[config.mk]
export PLATFORM = sky130hd
export DESIGN_NAME = timer_seconds_periph_flat
export DESIGN_NICKNAME = d
export VERILOG_FILES = /design/src/rtl/timer_pkg.sv /design/src/rtl/timer_seconds_periph_if.sv /design/src/rtl/timer_seconds_periph_tick_gen.sv /design/src/rtl/timer_seconds_periph.sv /design/src/flat_wrapper.sv
export SDC_FILE = /design/constraint.sdc
export NUM_CORES = 1
export LEC_CHECK = 0
export BUFFER_PORTS_ARGS = -buffer_cell sky130_fd_sc_hd__clkbuf_2
export CORE_MARGIN = 2
export CORE_UTILIZATION = 50
export DETAILED_ROUTE_END_ITERATION = 12
export PLACE_DENSITY = 0.87
export SYNTH_ARGS = -nofsm -noshare
export SYNTH_HDL_FRONTEND = slang
export SYNTH_SLANG_ARGS = --single-unit
export TNS_END_PERCENT = 50
[constraint.sdc]
create_clock -name clk -period 2.1 [get_ports clk]
set_input_delay 0.105 -clock clk [delete_from_list [all_inputs] [get_ports clk]]
set_output_delay 0.105 -clock clk [all_outputs]
set_load 0.01 [all_outputs]
[src/rtl/timer_pkg.sv]
// Shared types and constants for the seconds countdown timer peripheral.
package timer_pkg;

  typedef enum logic [1:0] {
    StIdle,
    StRun,
    StDone
  } timer_state_e;

  localparam int unsigned ABORT_BIT = 31;
  localparam int unsigned SECONDS_W = 16;

  // Byte offsets of the TIMER registers on the CPU bus.
  localparam logic [31:0] TIMER_CTRL_OFFSET = 32'h0000_0000;
  localparam logic [31:0] TIMER_DONE_OFFSET = 32'h0000_0004;

endpackage

[src/rtl/timer_seconds_periph_if.sv]
// CPU-side register strobes and status of the TIMER peripheral.
interface timer_seconds_periph_if;

  logic                             ctrl_we;
  logic [31:0]                      ctrl_wdata;
  logic                             done_we;
  logic                             done_rdata;
  logic                             busy;
  logic [timer_pkg::SECONDS_W-1:0]  remaining_s;
  logic                             tick_1s;

  modport master (
    output ctrl_we, ctrl_wdata, done_we,
    input  done_rdata, busy, remaining_s, tick_1s
  );

  modport slave (
    input  ctrl_we, ctrl_wdata, done_we,
    output done_rdata, busy, remaining_s, tick_1s
  );

endinterface

[src/rtl/timer_seconds_periph_tick_gen.sv]
// Prescaler: counts enabled cycles 0..Period-1 and flags the last one.
module tick_gen #(
  parameter int unsigned Period = 100
) (
  input  logic clk,
  input  logic reset,
  input  logic clear,
  input  logic enable,
  output logic tick
);

  localparam int unsigned CntW = (Period > 1) ? $clog2(Period) : 1;
  localparam logic [CntW-1:0] LastCnt = CntW'(Period - 1);

  logic [CntW-1:0] cnt_q;

  assign tick = enable && !clear && (cnt_q == LastCnt);

  always_ff @(posedge clk or posedge reset) begin
    if (reset) begin
      cnt_q <= '0;
    end else if (clear) begin
      cnt_q <= '0;
    end else if (enable) begin
      cnt_q <= (cnt_q == LastCnt) ? '0 : cnt_q + 1'b1;
    end
  end

endmodule

[src/rtl/timer_seconds_periph.sv]
// Memory-mapped seconds countdown timer with sticky done flag.
module timer_seconds_periph
  import timer_pkg::*;
#(
  parameter int unsigned CLK_FREQ_HZ     = 10_000_000,
  parameter bit          Simulacion      = 1'b0,
  parameter int unsigned SIM_TICK_CYCLES = 100
) (
  input  logic                  clk,
  input  logic                  reset,
  timer_seconds_periph_if.slave bus
);

  localparam int unsigned Period = Simulacion ? SIM_TICK_CYCLES : CLK_FREQ_HZ;

  timer_state_e         state_q;
  logic [SECONDS_W-1:0] rem_q;
  logic                 done_q;
  logic                 tick_q;
  logic                 tick;

  logic                 wr_abort;
  logic [SECONDS_W-1:0] wr_secs;
  logic                 unused_wdata;

  assign wr_abort     = bus.ctrl_wdata[ABORT_BIT];
  assign wr_secs      = bus.ctrl_wdata[SECONDS_W-1:0];
  assign unused_wdata = ^bus.ctrl_wdata[ABORT_BIT-1:SECONDS_W];

  // Any control write restarts the second, so a reload discards the partial period.
  tick_gen #(
    .Period (Period)
  ) u_tick_gen (
    .clk    (clk),
    .reset  (reset),
    .clear  (bus.ctrl_we),
    .enable (state_q == StRun),
    .tick   (tick)
  );

  always_ff @(posedge clk or posedge reset) begin
    if (reset) begin
      state_q <= StIdle;
      rem_q   <= '0;
      done_q  <= 1'b0;
      tick_q  <= 1'b0;
    end else begin
      tick_q <= 1'b0;
      if (bus.ctrl_we) begin
        // A control write beats both a coincident final tick and done_we.
        if (wr_abort) begin
          state_q <= StIdle;
          rem_q   <= '0;
          done_q  <= 1'b0;
        end else if (wr_secs == '0) begin
          state_q <= StDone;
          rem_q   <= '0;
          done_q  <= 1'b1;
        end else begin
          state_q <= StRun;
          rem_q   <= wr_secs;
          done_q  <= 1'b0;
        end
      end else begin
        if (bus.done_we) begin
          done_q <= 1'b0;
        end
        unique case (state_q)
          StRun: begin
            if (tick) begin
              tick_q <= 1'b1;
              if (rem_q != '0) begin
                rem_q <= rem_q - 1'b1;
              end
              if (rem_q <= SECONDS_W'(1)) begin
                state_q <= StDone;
                done_q  <= 1'b1;
              end
            end
          end
          StDone: begin
            if (bus.done_we) begin
              state_q <= StIdle;
            end
          end
          default: ;
        endcase
      end
    end
  end

  assign bus.done_rdata  = done_q;
  assign bus.busy        = (state_q == StRun);
  assign bus.remaining_s = rem_q;
  assign bus.tick_1s     = tick_q;

endmodule
[src/flat_wrapper.sv]
// flat-port wrapper written by rule: the top's interface ports become plain ports
module timer_seconds_periph_flat import timer_pkg::*;
#(
  parameter int unsigned CLK_FREQ_HZ     = 10_000_000,
  parameter bit          Simulacion      = 1'b0,
  parameter int unsigned SIM_TICK_CYCLES = 100
)
  (clk, reset, bus_ctrl_we, bus_ctrl_wdata, bus_done_we, bus_done_rdata, bus_busy, bus_remaining_s, bus_tick_1s);
  timer_seconds_periph_if bus_i ();
  input  logic clk;
  input  logic reset;
  input wire logic [$bits(bus_i.ctrl_we)-1:0] bus_ctrl_we;
  input wire logic [$bits(bus_i.ctrl_wdata)-1:0] bus_ctrl_wdata;
  input wire logic [$bits(bus_i.done_we)-1:0] bus_done_we;
  output wire logic [$bits(bus_i.done_rdata)-1:0] bus_done_rdata;
  output wire logic [$bits(bus_i.busy)-1:0] bus_busy;
  output wire logic [$bits(bus_i.remaining_s)-1:0] bus_remaining_s;
  output wire logic [$bits(bus_i.tick_1s)-1:0] bus_tick_1s;
  assign bus_i.ctrl_we = bus_ctrl_we;
  assign bus_i.ctrl_wdata = bus_ctrl_wdata;
  assign bus_i.done_we = bus_done_we;
  assign bus_done_rdata = bus_i.done_rdata;
  assign bus_busy = bus_i.busy;
  assign bus_remaining_s = bus_i.remaining_s;
  assign bus_tick_1s = bus_i.tick_1s;
  timer_seconds_periph #(.CLK_FREQ_HZ(CLK_FREQ_HZ), .Simulacion(Simulacion), .SIM_TICK_CYCLES(SIM_TICK_CYCLES)) u_core (.clk(clk), .reset(reset), .bus(bus_i));
endmodule
==> flow_summary.toml, run 1 <==
[clocking]
cts_sinks = 44
cts_tree = "done"
clock-root-buffer = "clkbuf_8"
cts_inserted_buffers = 5
cts_max_path_buffers = 2
clk_latency_ps = 300
path_clk_slew_ps = 80
h-tree-depth = 2

[synthesis]
synthArstFlopShare_pct = 100.0
syn_avg_cell_area_sq_um = 8.926
ys_types = 56
synthTopCellsByArea = "dfrtp_1, a31oi_1, nand2_1"
synth_top_family_by_area = "simple AND/OR/NAND/NOR gates"
synthAdderAreaFrac_pct = 1.832
ys.warnings.count = 0
synth_nets = 346
muxShareOfSynthArea_pct = 0.7329
synth-compound-area-share_pct = 23.68
synth-edff-count = 0
synth_top_flop_cell = "dfrtp_1"
synth_top_area_share_pct = 40.31
yosys.area_share.simple_pct = 28.08
netlist_area_sq_mm = 0.002731
synth_top_area_cell = "dfrtp_1"
yosysMostFrequentCell = "dfrtp_1"
synthTopCellsByCount = "dfrtp_1, nand2_1, a31oi_1"
ys_seq_area_share_pct = 40.31
synth_cells = 306
synthXorXnorAreaFrac_pct = 0.3207
synth-seq-cells = 44

[power]
combPwrFrac_pct = 23.3
p_int_uw = 1452
seq_power_share_pct = 45.4
p_leak_uw = 0.001516
pwr_density_cell_mw_per_mm2 = 608.7
clkPwrFrac_pct = 31.3
netSwitchingPower_uw = 623.7
vdd_drop_max_v = 0.0002922
power.share.switching_pct = 30.05

[global_routing]
grt_max_degree = 34
grt_pass1_vias = 2552
grtUsageTotal_pct = 25.79
gr-total-overflow = 0
grt_pass1_wl_mm = 12.39
antenna_found_initial = 0

[worst_setup_path]
crit_path_end_kind = "flip-flop"
path_class = "flip-flop to flip-flop"
crit_family = "simple AND/OR/NAND/NOR gates"
required_ps = 2320
r2r_start = "u_core.bus.remaining_s[7]"
crit_chain = "nor4_4 > nand3_2 > or3_4 > or4_1 > a31oi_1"
slowest_stage = "dfrtp_1"
crit_path_max_fanout = 4
worstPathArrival_ps = 2280
critPathLaunch = "u_core.bus.remaining_s[7]"
timing.critical_path.buf_inv = 0
critPathMaxStageDelay_ps = 450
crit_path_start_kind = "flip-flop"

[layout]
nets = 410
drive_gt1_share_pct = 31.27
antenna_cells = 0
fillCellCount = 395
final_util_pct = 65.50
syn2layout_area_growth_pct = 24.83

[die]
die_h_um = 77.91
die_w_um = 77.91
dieArea_sq_mm = 0.006070
pin_count = 55
core_sq_mm = 0.005205
initial_core_util_pct = 52.48
rows = 26

[timing]
finalMaxSlewViolations = 0
max_freq_mhz = 484.6
fin_crit_sh_pct = 98.27
relSlewSlack_pct = 44.55
postLayoutSetupSlackWorst_ps = 36.40
setup-tns-final_ps = 0
setup_viol = 0
worst_pin_slew_ps = 828.7
rsz0062_at_grt = "yes"
min_period_ps = 2064
skew_ps = 8.186
timing_hold_violations_final = 0

[routing]
routed_wl_mm = 8.101
via_per_inst = 6.800
drtIter0Drc = 558
wl_per_cell_um = 18.37
num_vias = 2999
drtAntennaViolNets = 0
drc = 0
first_pass_iters = 5

[placed_design]
port_buffers = 39
dp_worst_setup_slack_ps = -31.11
gp_congestion = 0.9793
hpwl_mm = 5.070

[min_path]
hold_class = "input port to flip-flop"
min-delay-start = "bus_ctrl_wdata[13]"

[job]
cap_violations = 0

[outcome]
run_status = "complete, no violations"
-- cell usage in the layout (no fill, tap or decap), types with 6 or more instances in the layout --
| cell type | Yosys | layout |
|---|---|---|
| buf_4 | 1 | 36 |
| o21ai_0 | 13 | 13 |
| nor4_1 | 8 | 6 |
| a21oi_1 | 16 | 15 |
| nor3_1 | 8 | 7 |
| nor2_1 | 15 | 15 |
| nand2_1 | 26 | 25 |
| nand3_1 | 14 | 14 |
| and3_1 | 9 | 8 |
| inv_1 | 9 | 6 |
| a31oi_1 | 22 | 22 |
| clkbuf_2 | 1 | 39 |
| a21o_1 | 6 | 6 |
| dfrtp_1 | 44 | 44 |
| nand4_1 | 9 | 9 |
-- sequential cells by signal, indices dropped and copies added, names as in the netlist --
register	count
u_core.bus.tick_1s	1
u_core.u_tick_gen.cnt_q	24
u_core.bus.done_rdata	1
u_core.state_q	2
u_core.bus.remaining_s	16
-- final timing paths --
check / end / slack [ps] / depth (start not counted)
max reg2reg: u_core.bus.remaining_s[15] / 40 / 5
min in group asynchronous: u_core.bus.remaining_s[9] / 340 / 3
min reg2reg: u_core.u_tick_gen.cnt_q[23] / 510 / 1
max: u_core.bus.remaining_s[15] / 40 / 5
max in group asynchronous: u_core.bus.remaining_s[15] / 1170 / 4
min: u_core.bus.remaining_s[13] / 80 / 3
-- worst min-delay path, cell delays in order --
cell,delay [ps]
clkbuf_2,100
nand2_1,60
nand3_1,80
-- metrics by stage --
step,instance area [sq um],power [uW],hold WS (ps),std cells
finish,3410,2076,78.41,441
global route,3410,2165,99.54,441
CTS,3314,2020,72.06,438
detailed placement,3181,1367,122.7,427
global placement,3181,1355,114.1,427
floorplan,2738,1178,234.2,306
-- power by group through the flow --
| stage | clock (uW) | combinational [uW] | sequential [uW] |
|---|---|---|---|
| after floorplan | 0 | 213 | 965 |
| after global placement | 0 | 409 | 947 |
| after detailed placement | 0 | 416 | 951 |
| after CTS | 652 | 435 | 933 |
| after global routing | 695 | 525 | 946 |
| final | 650 | 484 | 941 |
-- cell families after synthesis --
group                    count (synthesis)
multiplexers                             2
AO/OA/AOI/OAI                           95
XOR/XNOR                                 1
AND/OR/NAND/NOR                        129
buffers and inverters                   31
flip-flops                              44
adder cells (fa/ha/maj)                  4
-- per-layer routing --
layer  vias to the layer above  part of all wire [%]  wire, um  global-route usage (%)
met5                         -                     0         0                       0
met4                         0                   3.7       297                   11.75
li1                       1330                     -         -                       -
met2                       236                    47      3768                   39.83
met3                        40                   9.7       787                   4.302
met1                      1393                    40      3248                   35.56
-- cell type report --
| cell class | instances | area, sq um | share of cell area, % |
|---|---|---|---|
| multi-input cells | 232 | 1580 | 46.35 |
| flip-flops and latches | 44 | 1101 | 32.29 |
| repair buffers | 77 | 495.5 | 14.53 |
| well taps | 70 | 87.58 | 2.569 |
| clock buffers | 6 | 72.57 | 2.128 |
| inverters | 10 | 37.54 | 1.101 |
| clock inverters | 2 | 35.03 | 1.028 |
-- what timing repair did --
item / in CTS / in global routing
hold endpoints to repair: 15 / 0
setup buffers: 2 / 2
pin swaps: 1 / 5
hold buffers: 1 / 0
cloned: 0 / 1
resized for setup: 1 / 17
setup endpoints to repair: 2 / 13
Power figures use the tool's default switching activity.
==> inputs of run 2 (changes only) <==
--- a/config.mk
+++ b/config.mk
@@ -7,9 +7,11 @@
 export LEC_CHECK = 0
 export BUFFER_PORTS_ARGS = -buffer_cell sky130_fd_sc_hd__clkbuf_2
 export CORE_MARGIN = 2
-export CORE_UTILIZATION = 50
+export CORE_UTILIZATION = 52
+export CTS_BUF_LIST = sky130_fd_sc_hd__clkbuf_4
 export DETAILED_ROUTE_END_ITERATION = 12
-export PLACE_DENSITY = 0.87
+export GPL_TIMING_DRIVEN = 0
+export PLACE_DENSITY = 0.89
 export SYNTH_ARGS = -nofsm -noshare
 export SYNTH_HDL_FRONTEND = slang
 export SYNTH_SLANG_ARGS = --single-unit
==> run 2 against run 1 <==
Compared with the run above: first-iteration DRC count fell by 44%; via count is 1.3% lower; the run now ends with negative setup slack left; register-to-register slack worse by 200 ps; clock power is 34% lower; worst setup slack got worse by 200 ps; combinational power is 6.4% lower.
==> flow_summary.toml, run 2 (same netlist as run 1, synthesis figures left out) <==
[power]
p_leak_uw = 0.001483
seq_power_share_pct = 51.9
clkPwrFrac_pct = 23.5
vdd_drop_max_v = 0.0004069
p_int_uw = 1234
total_power_uw = 1836
pwr_density_cell_mw_per_mm2 = 536.6
combPwrFrac_pct = 24.6
power.share.switching_pct = 32.78
netSwitchingPower_uw = 601.9

[routing]
wl_per_cell_um = 18.06
via_per_inst = 6.652
drtAntennaViolNets = 0
num_vias = 2960
drtIter0Drc = 314
drc = 0
first_pass_iters = 6
routed_wl_mm = 8.036

[layout]
nets = 414
top_register = "u_core.u_tick_gen.cnt_q"
instances_no_fill = 445
ff_latch_area_sq_mm = 0.001105
layout_commonest_cell = "dfrtp_1"
fillCellCount = 416
mostFrequentLayoutCells = "dfrtp_1, clkbuf_2, nand2_1"
antenna_cells = 0
syn2layout_area_growth_pct = 25.29
largest_reg_flops = 24
multi_input_area_sq_mm = 0.001630
drive_gt1_share_pct = 31.20

[placed_design]
hpwl_mm = 5.200
gp_congestion = 0.9961
dp.cells = 416
port_buffers = 39

[clocking]
cts_inserted_buffers = 5
h-tree-depth = 2
clock-root-buffer = "clkbuf_4"
cts_max_path_buffers = 2
path_clk_slew_ps = 130
clk_latency_ps = 370
cts_tree = "done"
cts_sinks = 44

[global_routing]
grt_pass1_vias = 2653
antenna_found_initial = 0
gr-total-overflow = 0
grt_pass1_wl_mm = 12.56
grtUsageTotal_pct = 26.61
grt_max_degree = 33

[die]
core_sq_mm = 0.005075
die_h_um = 76.48
die_w_um = 76.48
dieArea_sq_mm = 0.005848
pin_count = 55
rows = 26
initial_core_util_pct = 53.82

[worst_setup_path]
slowest_stage = "or4_1"
timing.critical_path.buf_inv = 0
ff2ff_setup_slack_ps = -160
crit_path_start_kind = "flip-flop"
critPathLaunch = "u_core.bus.remaining_s[5]"
crit_family = "simple AND/OR/NAND/NOR gates"
required_ps = 2400
worstPathArrival_ps = 2560
critPathMaxStageDelay_ps = 500
r2r_start = "u_core.bus.remaining_s[5]"
crit_chain = "nor4_4 > nand3_2 > or3_4 > or4_1 > a31oi_1"
crit_path_end_kind = "flip-flop"
crit_path_max_fanout = 6
path_class = "flip-flop to flip-flop"

[timing]
skew_ps = 8.444
finalMaxSlewViolations = 0
rsz0062_at_grt = "yes"
relSlewSlack_pct = 45.89
postLayoutSetupSlackWorst_ps = -160.1
timing_hold_violations_final = 0
setup_viol = 6
setup-tns-final_ps = -392.5
max_freq_mhz = 442.5
worst_pin_slew_ps = 808.6
fin_crit_sh_pct = 107.6
min_period_ps = 2260

[outcome]
run_status = "finished, violations left"
violations = "negative setup slack"

[job]
cap_violations = 0

[min_path]
min-delay-start = "bus_ctrl_wdata[8]"
hold_class = "input port to flip-flop"
run 2: path summary, 6_finish.rpt:
kind,cells past startpoint,endpoint
max reg2reg,5,u_core.bus.remaining_s[15]
max,5,u_core.bus.remaining_s[15]
min reg2reg,1,u_core.u_tick_gen.cnt_q[23]
min,3,u_core.bus.remaining_s[8]
max in group asynchronous,4,u_core.u_tick_gen.cnt_q[11]
min in group asynchronous,3,u_core.state_q[0]
run 2: metrics by stage:
step | area, sq um | setup WS (ps) | hold slack, ps | util, %
CTS | 3237 | -93.65 | 14.95 | 63.78
global placement | 3020 | -193.9 | 366.2 | 59.52
global route | 3422 | -225.5 | 13.19 | 67.43
finish | 3422 | -160.1 | 24.89 | 67.43
detailed placement | 3040 | -244.9 | 70.55 | 59.91
floorplan | 2738 | 7.174 | 234.2 | -
run 2: layer usage:
layer	global-route usage (%)	up-vias	share of wire (%)
met5	0	-	0
met4	10.36	0	2.6
met3	4.976	24	9.1
met2	45.13	178	49
met1	33.61	1416	40
li1	-	1342	-
run 2: what timing repair did:
action / in CTS / in global routing
setup endpoints to repair: 37 / 39
resized for setup: 19 / 25
endpoints found under the hold margin: 45 / 0
setup buffers: 6 / 14
pin swaps: 4 / 17
gates cloned: 1 / 1
hold buffers: 2 / 0
run 2: final cells by class:
cell class	instances	area share, %
plain buffers	18	3.218
clock buffers	7	1.536
clock inverters	1	0.1097
inverters	10	1.170
multi-input cells	232	47.64
flip-flops and latches	44	32.29
well taps	70	2.559
repair buffers	63	11.48
run 2: worst register-to-register path, cell delays in order (launching register included):
cell     delay [ps]
dfrtp_2         480
nor4_4          430
nand3_2         180
or3_4           430
or4_1           500
a31oi_1         170
run 2: power by group through the flow:
stage / Clock (uW) / Combinational, uW / Sequential (uW)
after floorplan: 0 / 213 / 965
after global placement: 0 / 345 / 961
after detailed placement: 0 / 357 / 963
after CTS: 433 / 383 / 945
after global routing: 467 / 494 / 959
final: 432 / 453 / 952
